==> src/rtl/wb_arbiter_2m.sv <==
//==============================================================================
// Module   : wb_arbiter_2m
// Brief    : Two-master / one-slave Wishbone classic round-robin arbiter.
//            The grant is held for the whole CYC burst of the winning master,
//            and one idle cycle separates consecutive grants.
// Options  : WB_ARB_TIMEOUT_EN - abort slave cycles whose STB stalls for
//            TIMEOUT_CYCLES cycles, answering the master with a bus error.
// Revision : 1.0 - initial release
//==============================================================================
`timescale 1ns/1ps
`default_nettype none

module wb_arbiter_2m #(
   parameter int ADDR_W         = 32,
   parameter int DATA_W         = 32,
   parameter int TIMEOUT_CYCLES = 255
) (
   input  logic                  i_clk,
   input  logic                  i_resetn,
   // master 0 (SPI bridge)
   input  logic [ADDR_W-1:0]     m0_wb_adr_i,
   input  logic [DATA_W-1:0]     m0_wb_dat_i,
   output logic [DATA_W-1:0]     m0_wb_dat_o,
   input  logic                  m0_wb_we_i,
   input  logic [DATA_W/8-1:0]   m0_wb_sel_i,
   input  logic                  m0_wb_stb_i,
   input  logic                  m0_wb_cyc_i,
   output logic                  m0_wb_ack_o,
   output logic                  m0_wb_err_o,
   // master 1 (control sequencer)
   input  logic [ADDR_W-1:0]     m1_wb_adr_i,
   input  logic [DATA_W-1:0]     m1_wb_dat_i,
   output logic [DATA_W-1:0]     m1_wb_dat_o,
   input  logic                  m1_wb_we_i,
   input  logic [DATA_W/8-1:0]   m1_wb_sel_i,
   input  logic                  m1_wb_stb_i,
   input  logic                  m1_wb_cyc_i,
   output logic                  m1_wb_ack_o,
   output logic                  m1_wb_err_o,
   // shared slave
   output logic [ADDR_W-1:0]     s_wb_adr_o,
   output logic [DATA_W-1:0]     s_wb_dat_o,
   input  logic [DATA_W-1:0]     s_wb_dat_i,
   output logic                  s_wb_we_o,
   output logic [DATA_W/8-1:0]   s_wb_sel_o,
   output logic                  s_wb_stb_o,
   output logic                  s_wb_cyc_o,
   input  logic                  s_wb_ack_i,
   input  logic                  s_wb_err_i,
   // status
   output logic [1:0]            o_grant,
   output logic                  o_busy,
   output logic                  o_timeout
);

   typedef enum logic [1:0] {
      ST_IDLE  = 2'd0,
      ST_GRANT = 2'd1,
      ST_ABORT = 2'd2,
      ST_DRAIN = 2'd3
   } state_t;

   state_t     r_state;
   logic [1:0] r_grant;     // one-hot owner of the slave bus
   logic       r_last;      // 1: master 1 was granted most recently
   logic       r_timeout;   // high during the single ABORT cycle

   logic w_req0;
   logic w_req1;
   logic w_pick1;
   logic w_sel1;
   logic w_gcyc;
   logic w_gstb;
   logic w_in_grant;
   logic w_in_abort;
   logic w_expire;

   assign w_req0     = m0_wb_cyc_i & m0_wb_stb_i;
   assign w_req1     = m1_wb_cyc_i & m1_wb_stb_i;
   // on a tie the master that did not win last time goes first
   assign w_pick1    = w_req1 & (~w_req0 | ~r_last);
   assign w_sel1     = r_grant[1];
   assign w_gcyc     = w_sel1 ? m1_wb_cyc_i : m0_wb_cyc_i;
   assign w_gstb     = w_sel1 ? m1_wb_stb_i : m0_wb_stb_i;
   assign w_in_grant = (r_state == ST_GRANT);
   assign w_in_abort = (r_state == ST_ABORT);

   // slave side follows the owner combinationally; control is gated by state
   assign s_wb_adr_o = w_sel1 ? m1_wb_adr_i : m0_wb_adr_i;
   assign s_wb_dat_o = w_sel1 ? m1_wb_dat_i : m0_wb_dat_i;
   assign s_wb_sel_o = w_sel1 ? m1_wb_sel_i : m0_wb_sel_i;
   assign s_wb_we_o  = w_in_grant & (w_sel1 ? m1_wb_we_i : m0_wb_we_i);
   assign s_wb_cyc_o = w_in_grant & w_gcyc;
   assign s_wb_stb_o = w_in_grant & w_gstb;

   // read data is broadcast; handshakes reach only the owner
   assign m0_wb_dat_o = s_wb_dat_i;
   assign m1_wb_dat_o = s_wb_dat_i;
   assign m0_wb_ack_o = w_in_grant & r_grant[0] & s_wb_ack_i;
   assign m1_wb_ack_o = w_in_grant & r_grant[1] & s_wb_ack_i;
   assign m0_wb_err_o = r_grant[0] & ((w_in_grant & s_wb_err_i) | w_in_abort);
   assign m1_wb_err_o = r_grant[1] & ((w_in_grant & s_wb_err_i) | w_in_abort);

   assign o_grant   = r_grant;
   assign o_busy    = (r_state != ST_IDLE);
   assign o_timeout = r_timeout;

`ifdef WB_ARB_TIMEOUT_EN
   localparam int                 c_CNT_W    = $clog2(TIMEOUT_CYCLES + 1);
   localparam logic [c_CNT_W-1:0] c_CNT_LAST = c_CNT_W'(TIMEOUT_CYCLES - 1);

   logic [c_CNT_W-1:0] r_cnt;
   logic               w_stall;

   // a stall is a strobed slave cycle with no response; ACK/ERR beats expiry
   assign w_stall  = s_wb_stb_o & ~s_wb_ack_i & ~s_wb_err_i;
   assign w_expire = w_stall & w_gcyc & (r_cnt == c_CNT_LAST);

   // count consecutive stall cycles, clearing on any response or idle strobe
   always_ff @(posedge i_clk or negedge i_resetn) begin
      if (!i_resetn) begin
         r_cnt <= '0;
      end else if (w_stall & w_gcyc & ~w_expire) begin
         r_cnt <= r_cnt + 1'b1;
      end else begin
         r_cnt <= '0;
      end
   end
`else
   logic [31:0] w_unused_timeout;
   assign w_unused_timeout = 32'(TIMEOUT_CYCLES);
   assign w_expire         = 1'b0;
`endif

   // arbitration state machine with registered grant and timeout pulse
   always_ff @(posedge i_clk or negedge i_resetn) begin
      if (!i_resetn) begin
         r_state   <= ST_IDLE;
         r_grant   <= 2'b00;
         r_last    <= 1'b1;
         r_timeout <= 1'b0;
      end else begin
         r_timeout <= 1'b0;
         case (r_state)
            ST_IDLE: begin
               if (w_req0 | w_req1) begin
                  r_grant <= w_pick1 ? 2'b10 : 2'b01;
                  r_last  <= w_pick1;
                  r_state <= ST_GRANT;
               end
            end
            ST_GRANT: begin
               if (!w_gcyc) begin
                  r_grant <= 2'b00;
                  r_state <= ST_IDLE;
               end else if (w_expire) begin
                  r_timeout <= 1'b1;
                  r_state   <= ST_ABORT;
               end
            end
            ST_ABORT: begin
               r_state <= ST_DRAIN;
            end
            ST_DRAIN: begin
               if (!w_gcyc) begin
                  r_grant <= 2'b00;
                  r_state <= ST_IDLE;
               end
            end
            default: begin
               r_grant <= 2'b00;
               r_state <= ST_IDLE;
            end
         endcase
      end
   end

endmodule

`default_nettype wire

==> config.mk <==
export PLATFORM = sky130hd
export DESIGN_NAME = wb_arbiter_2m
export DESIGN_NICKNAME = d
export VERILOG_FILES = /design/src/rtl/wb_arbiter_2m.sv
export SDC_FILE = /design/constraint.sdc
export NUM_CORES = 1
export LEC_CHECK = 0
export BUFFER_PORTS_ARGS = -buffer_cell sky130_fd_sc_hd__buf_2
export CAP_MARGIN = 20
export CORE_AREA = 4 4 121 123
export CTS_BUF_LIST = sky130_fd_sc_hd__clkbuf_8
export DETAILED_ROUTE_END_ITERATION = 10
export DIE_AREA = 0 0 125 127
export HOLD_SLACK_MARGIN = 0.08
export SKIP_LAST_GASP = 1
export SLEW_MARGIN = 0
export SYNTH_ARGS = -nofsm -noshare
export SYNTH_HDL_FRONTEND = slang
export SYNTH_SLANG_ARGS = --single-unit
==> constraint.sdc <==
create_clock -name i_clk -period 1.5 [get_ports i_clk]
set_input_delay 0.225 -clock i_clk [delete_from_list [all_inputs] [get_ports i_clk]]
set_output_delay 0.225 -clock i_clk [all_outputs]
set_load 0.01 [all_outputs]
; ---- After elaboration in Yosys (flattened, before gate mapping)
; Index checks and enable logic that the tools add are counted.
[totals]
out_inout_bits = 143
wordCells = 45
in_bits = 178
ff_bits = 5
[op_classes]
mux = 12
bitwise = 18
reduce_logical = 7
n_eq_ne = 5
[op_table]
columns = operator, n
row1 = $mux 32, 2
row2 = $and 1x1->1, 13
row3 = $mux 2, 4
row4 = $pmux 2 s3, 1
row5 = $eq 2x2->1 const B, 2
row6 = $mux 4, 1
row7 = $ne 2x2->1 const B, 2
row8 = $pmux 2 s2, 1
row9 = $reduce_and 2->1, 2
row10 = $reduce_bool 2->1, 2
row11 = $mux 1, 3
row12 = $or 1x1->1, 3
row13 = $reduce_and 3->1, 1
row14 = $eq 2x1->1 const B, 1
row15 = $logic_not 2->1, 1
row16 = $not 1->1, 2
row17 = $reduce_or 2->1, 1

; ---- Logic depth before layout (Yosys ltp)
[depth]
depth_word = 7
mapped_depth = 4
ltp_nobuf = 4

; ---- Worst setup path after synthesis
; No wires, ideal clock.
[synth_timing]
path_kind = register -> output
from = register r_grant[1], in the netlist o_grant[1]
to = output s_wb_adr_o[0]
required_ns = 1.275
path_stages_with_launch = 4
n_path_buf = 2
arrival_ns = 1.111
setup_slack_ns = 0.164
cell_sequence = dfrtp_1 -> buf_4 -> buf_6 -> mux2_4
[synth_via]
elab_chain_len = 1
[synth_rtl]
columns = element, line
row1 = from (decl), 64  ; logic [1:0] r_grant;
row2 = from (signal assigned), 147  ; r_grant <= w_pick1 ? 2'b10 : 2'b01;
row3 = $mux 32, 89  ; assign s_wb_adr_o = w_sel1 ? m1_wb_adr_i : m0_wb_adr_i;
row4 = to (decl), 41  ; output logic [ADDR_W-1:0] s_wb_adr_o,
; Every way passes these cells.

; ---- Final worst setup path
[layout_timing]
from = register r_grant[1], in the netlist o_grant[1]
to = output s_wb_dat_o[3]
[layout_via]
elab_chain_len = 1
[layout_rtl]
columns = element, line
row1 = $mux 32, 90  ; assign s_wb_dat_o = w_sel1 ? m1_wb_dat_i : m0_wb_dat_i;
row2 = to (decl), 42  ; output logic [DATA_W-1:0] s_wb_dat_o,
; Every way passes these cells.

==> flow_summary.ini <==
[outcome]
status = finished with violations
violations = negative setup slack

[pwr]
pwr-share-seq_pct = 5.6
p_leak_uw = 0.00177
sw_frac_of_total_pct = 39.3
ir_drop_mv = 0.293
switchingPower_uw = 1940
power_uw = 4930
p_per_area_mw_per_mm2 = 1510
pwr-share-comb_pct = 89.3
pwr-share-clk_pct = 5.1
intPower_uw = 2990

[clock_tree]
insertion_delay_ns = 0.22
cts_tree = done
cts_buffer_depth = 2
cts_htree_levels = 1
clk_pin_slew_ns = 0.04
cts_made_buffers = 3
cts_root_buffer = clkbuf_8
cts.sinks = 5

[layout]
layout_common_cells = buf_2 (181), mux2_4 (65), buf_6 (47), nand2_1 (4), buf_8 (4)
design_area_sq_mm = 0.00326
final_nets = 524
drive_gt1_share_pct = 91.9
antenna_cells = 0
layout_commonest_cell = buf_2
area_growth_pct = 71.0

[critical_path]
critPathRequiredTime_ns = 1.27
cp_max_fo = 8
slowest_stage = dfrtp_4
critical-path-top-delay-family = flip-flops
crit_path_max_incr_delay_ns = 0.50
end_kind = output port
startpoint_type = flip-flop
timing.reg2reg.setup_slack_ns = 0.04
arrival_ns = 1.49
path_buf_inv = 3
path_cells = buf_8 -> clkbuf_16 -> mux2_4 -> buf_6
worstSetupPathType = reg2out

[global_route]
track_usage_pct = 9.95
grt_pass1_wl_mm = 12.5
grt_pass1_vias = 2029
grt_max_degree = 20
globalRouteOverflowTotal = 0
antenna_found_initial = 0

[sta]
finalHoldViolations = 0
fmax_mhz = 585
setup_viol = 72
slew_viol_final = 0
fin_crit_sh_pct = 114
rsz0062_at_grt = yes
setup_slack_ns = -0.210
skew_ns = 0.00398
fin_crit_ns = 1.71

[floorplanning]
initial_core_util_pct = 13.9
core_sq_mm = 0.0137
die_h_um = 127
fp-row-count = 43
die_w_um = 125
die_area_sq_mm = 0.0159
io-pin-count = 321

[detailed_routing]
first_pass_iters = 5
ant_nets = 0
drt_iter0_markers = 59
drc = 0
drt-total-wl_mm = 9.64
vias_per_cell = 3.76
wl_per_cell_um = 18.4
vias = 1976

[placement]
dpl_cell_area_sq_mm = 0.00277
dp_hpwl_mm = 8.00
gp_congestion = 0.798
io_buffer_count = 223

[logic_synthesis]
ys_ff_latch = 5
synth_fp_nets = 352
ys_seq_area_share_pct = 6.64
ys_warn_count = 0
syn_area_per_cell_sq_um = 10.9
synth_cells = 174
synthesis.area_sq_mm = 0.00190
ys_types = 22

[worst_hold_path]
hp-class = in2async

[run]
maxCapViolCount = 0
cell families after synthesis:
family                 count (synthesis)  share of synthesized area, %
AO/OA/AOI/OAI                          7                          3.55
other                                  1                         0.197
AND/OR/NAND/NOR                       15                          4.14
flip-flops                             5                          6.64
multiplexers                          72                          55.1
buffers and inverters                 74                          30.4
worst register-to-register path: stages, from the launching register on:
cell and delay (ns):
dfrtp_4 0.50, buf_8 0.16, buf_6 0.13, mux2i_2 0.20
nand2_1 0.14, a31o_1 0.24
flip-flops by register name, indices dropped and copies added (netlist names):
name	count
r_state	2
r_last	1
o_grant	2
power groups by stage:
| stage | combinational (uW) | clock [uW] | sequential [uW] |
|---|---|---|---|
| 2_1_floorplan | 2420 | 0 | 259 |
| 4_1_cts | 3430 | 256 | 327 |
| 6_report | 4400 | 252 | 276 |
| 5_1_grt | 4610 | 264 | 287 |
| 3_3_place_gp | 3380 | 0 | 326 |
| 3_5_place_dp | 3390 | 0 | 327 |
metal layers:
| metal | vias up | routed length (um) | GRT usage [%] |
|---|---|---|---|
| met4 | 0 | 158 | 1.79 |
| met2 | 149 | 4520 | 16.7 |
| li1 | 878 | - | - |
| met1 | 939 | 3980 | 12.3 |
| met3 | 10 | 984 | 3.80 |
| met5 | - | 0 | 0 |
worst paths after layout:
path,startpoint,to,cells after the start
max,o_grant[1],s_wb_dat_o[3],4
min,i_resetn,o_grant[1],2
max reg2reg,o_grant[1],o_grant[1],5
min reg2reg,r_last,r_last,1
max in group asynchronous,i_resetn,r_last,2
min in group i_clk,m0_wb_stb_i,r_last,3
layout make-up:
| cell class | instances | area, sq um |
|---|---|---|
| Fill cell | 1488 | 10400 |
| Timing Repair Buffer | 240 | 1650 |
| Multi-Input combinational cell | 95 | 1200 |
| Tap cell | 180 | 225 |
| Sequential cell | 5 | 130 |
| Clock buffer | 3 | 41.3 |
| Clock inverter | 1 | 3.75 |
| Inverter | 1 | 3.75 |
cells in the mapped netlist:
cell type	n	area, sq um
dfstp_2	1	26.3
dfrtp_1	4	100
conb_1	1	3.75
and2_1	3	18.8
o21a_1	1	7.51
mux2i_1	4	40.0
a31o_1	2	17.5
a21o_1	1	7.51
inv_2	1	3.75
and2b_2	1	8.76
buf_4	66	495
o2111a_1	1	11.3
mux2_4	65	976
mux2_2	3	33.8
and3_1	2	12.5
nand2b_1	1	6.26
nor2_2	1	6.26
buf_6	7	78.8
nand2_1	4	15.0
a311oi_2	1	15.0
nor2_1	3	11.3
a22o_1	1	8.76
metrics by stage:
stage | cells | setup WS (ns) | hold WS, ns | setup TNS (ns) | util [%]
2_1_floorplan | 174 | 0.164 | -0.0706 | 0 | -
3_3_place_gp | 511 | 0.0313 | 0.0531 | 0 | 20.2
3_5_place_dp | 511 | 0.0184 | 0.0590 | 0 | 20.2
4_1_cts | 516 | -0.226 | 0.354 | -12.50 | 20.7
5_1_grt | 525 | -0.235 | 0.364 | -14.63 | 23.8
6_report | 525 | -0.210 | 0.352 | -12.51 | 23.8
what timing repair did:
| item | 4_1_cts | 5_1_grt |
|---|---|---|
| pin swaps | 0 | 1 |
| cloned | 0 | 5 |
| gates resized for setup | 1 | 71 |
| hold endpoints to repair | 5 | 0 |
| hold buffers | 1 | 0 |
| buffers inserted | 0 | 4 |
| endpoints found under the setup margin | 72 | 72 |
(Power assumes the default switching activity.)
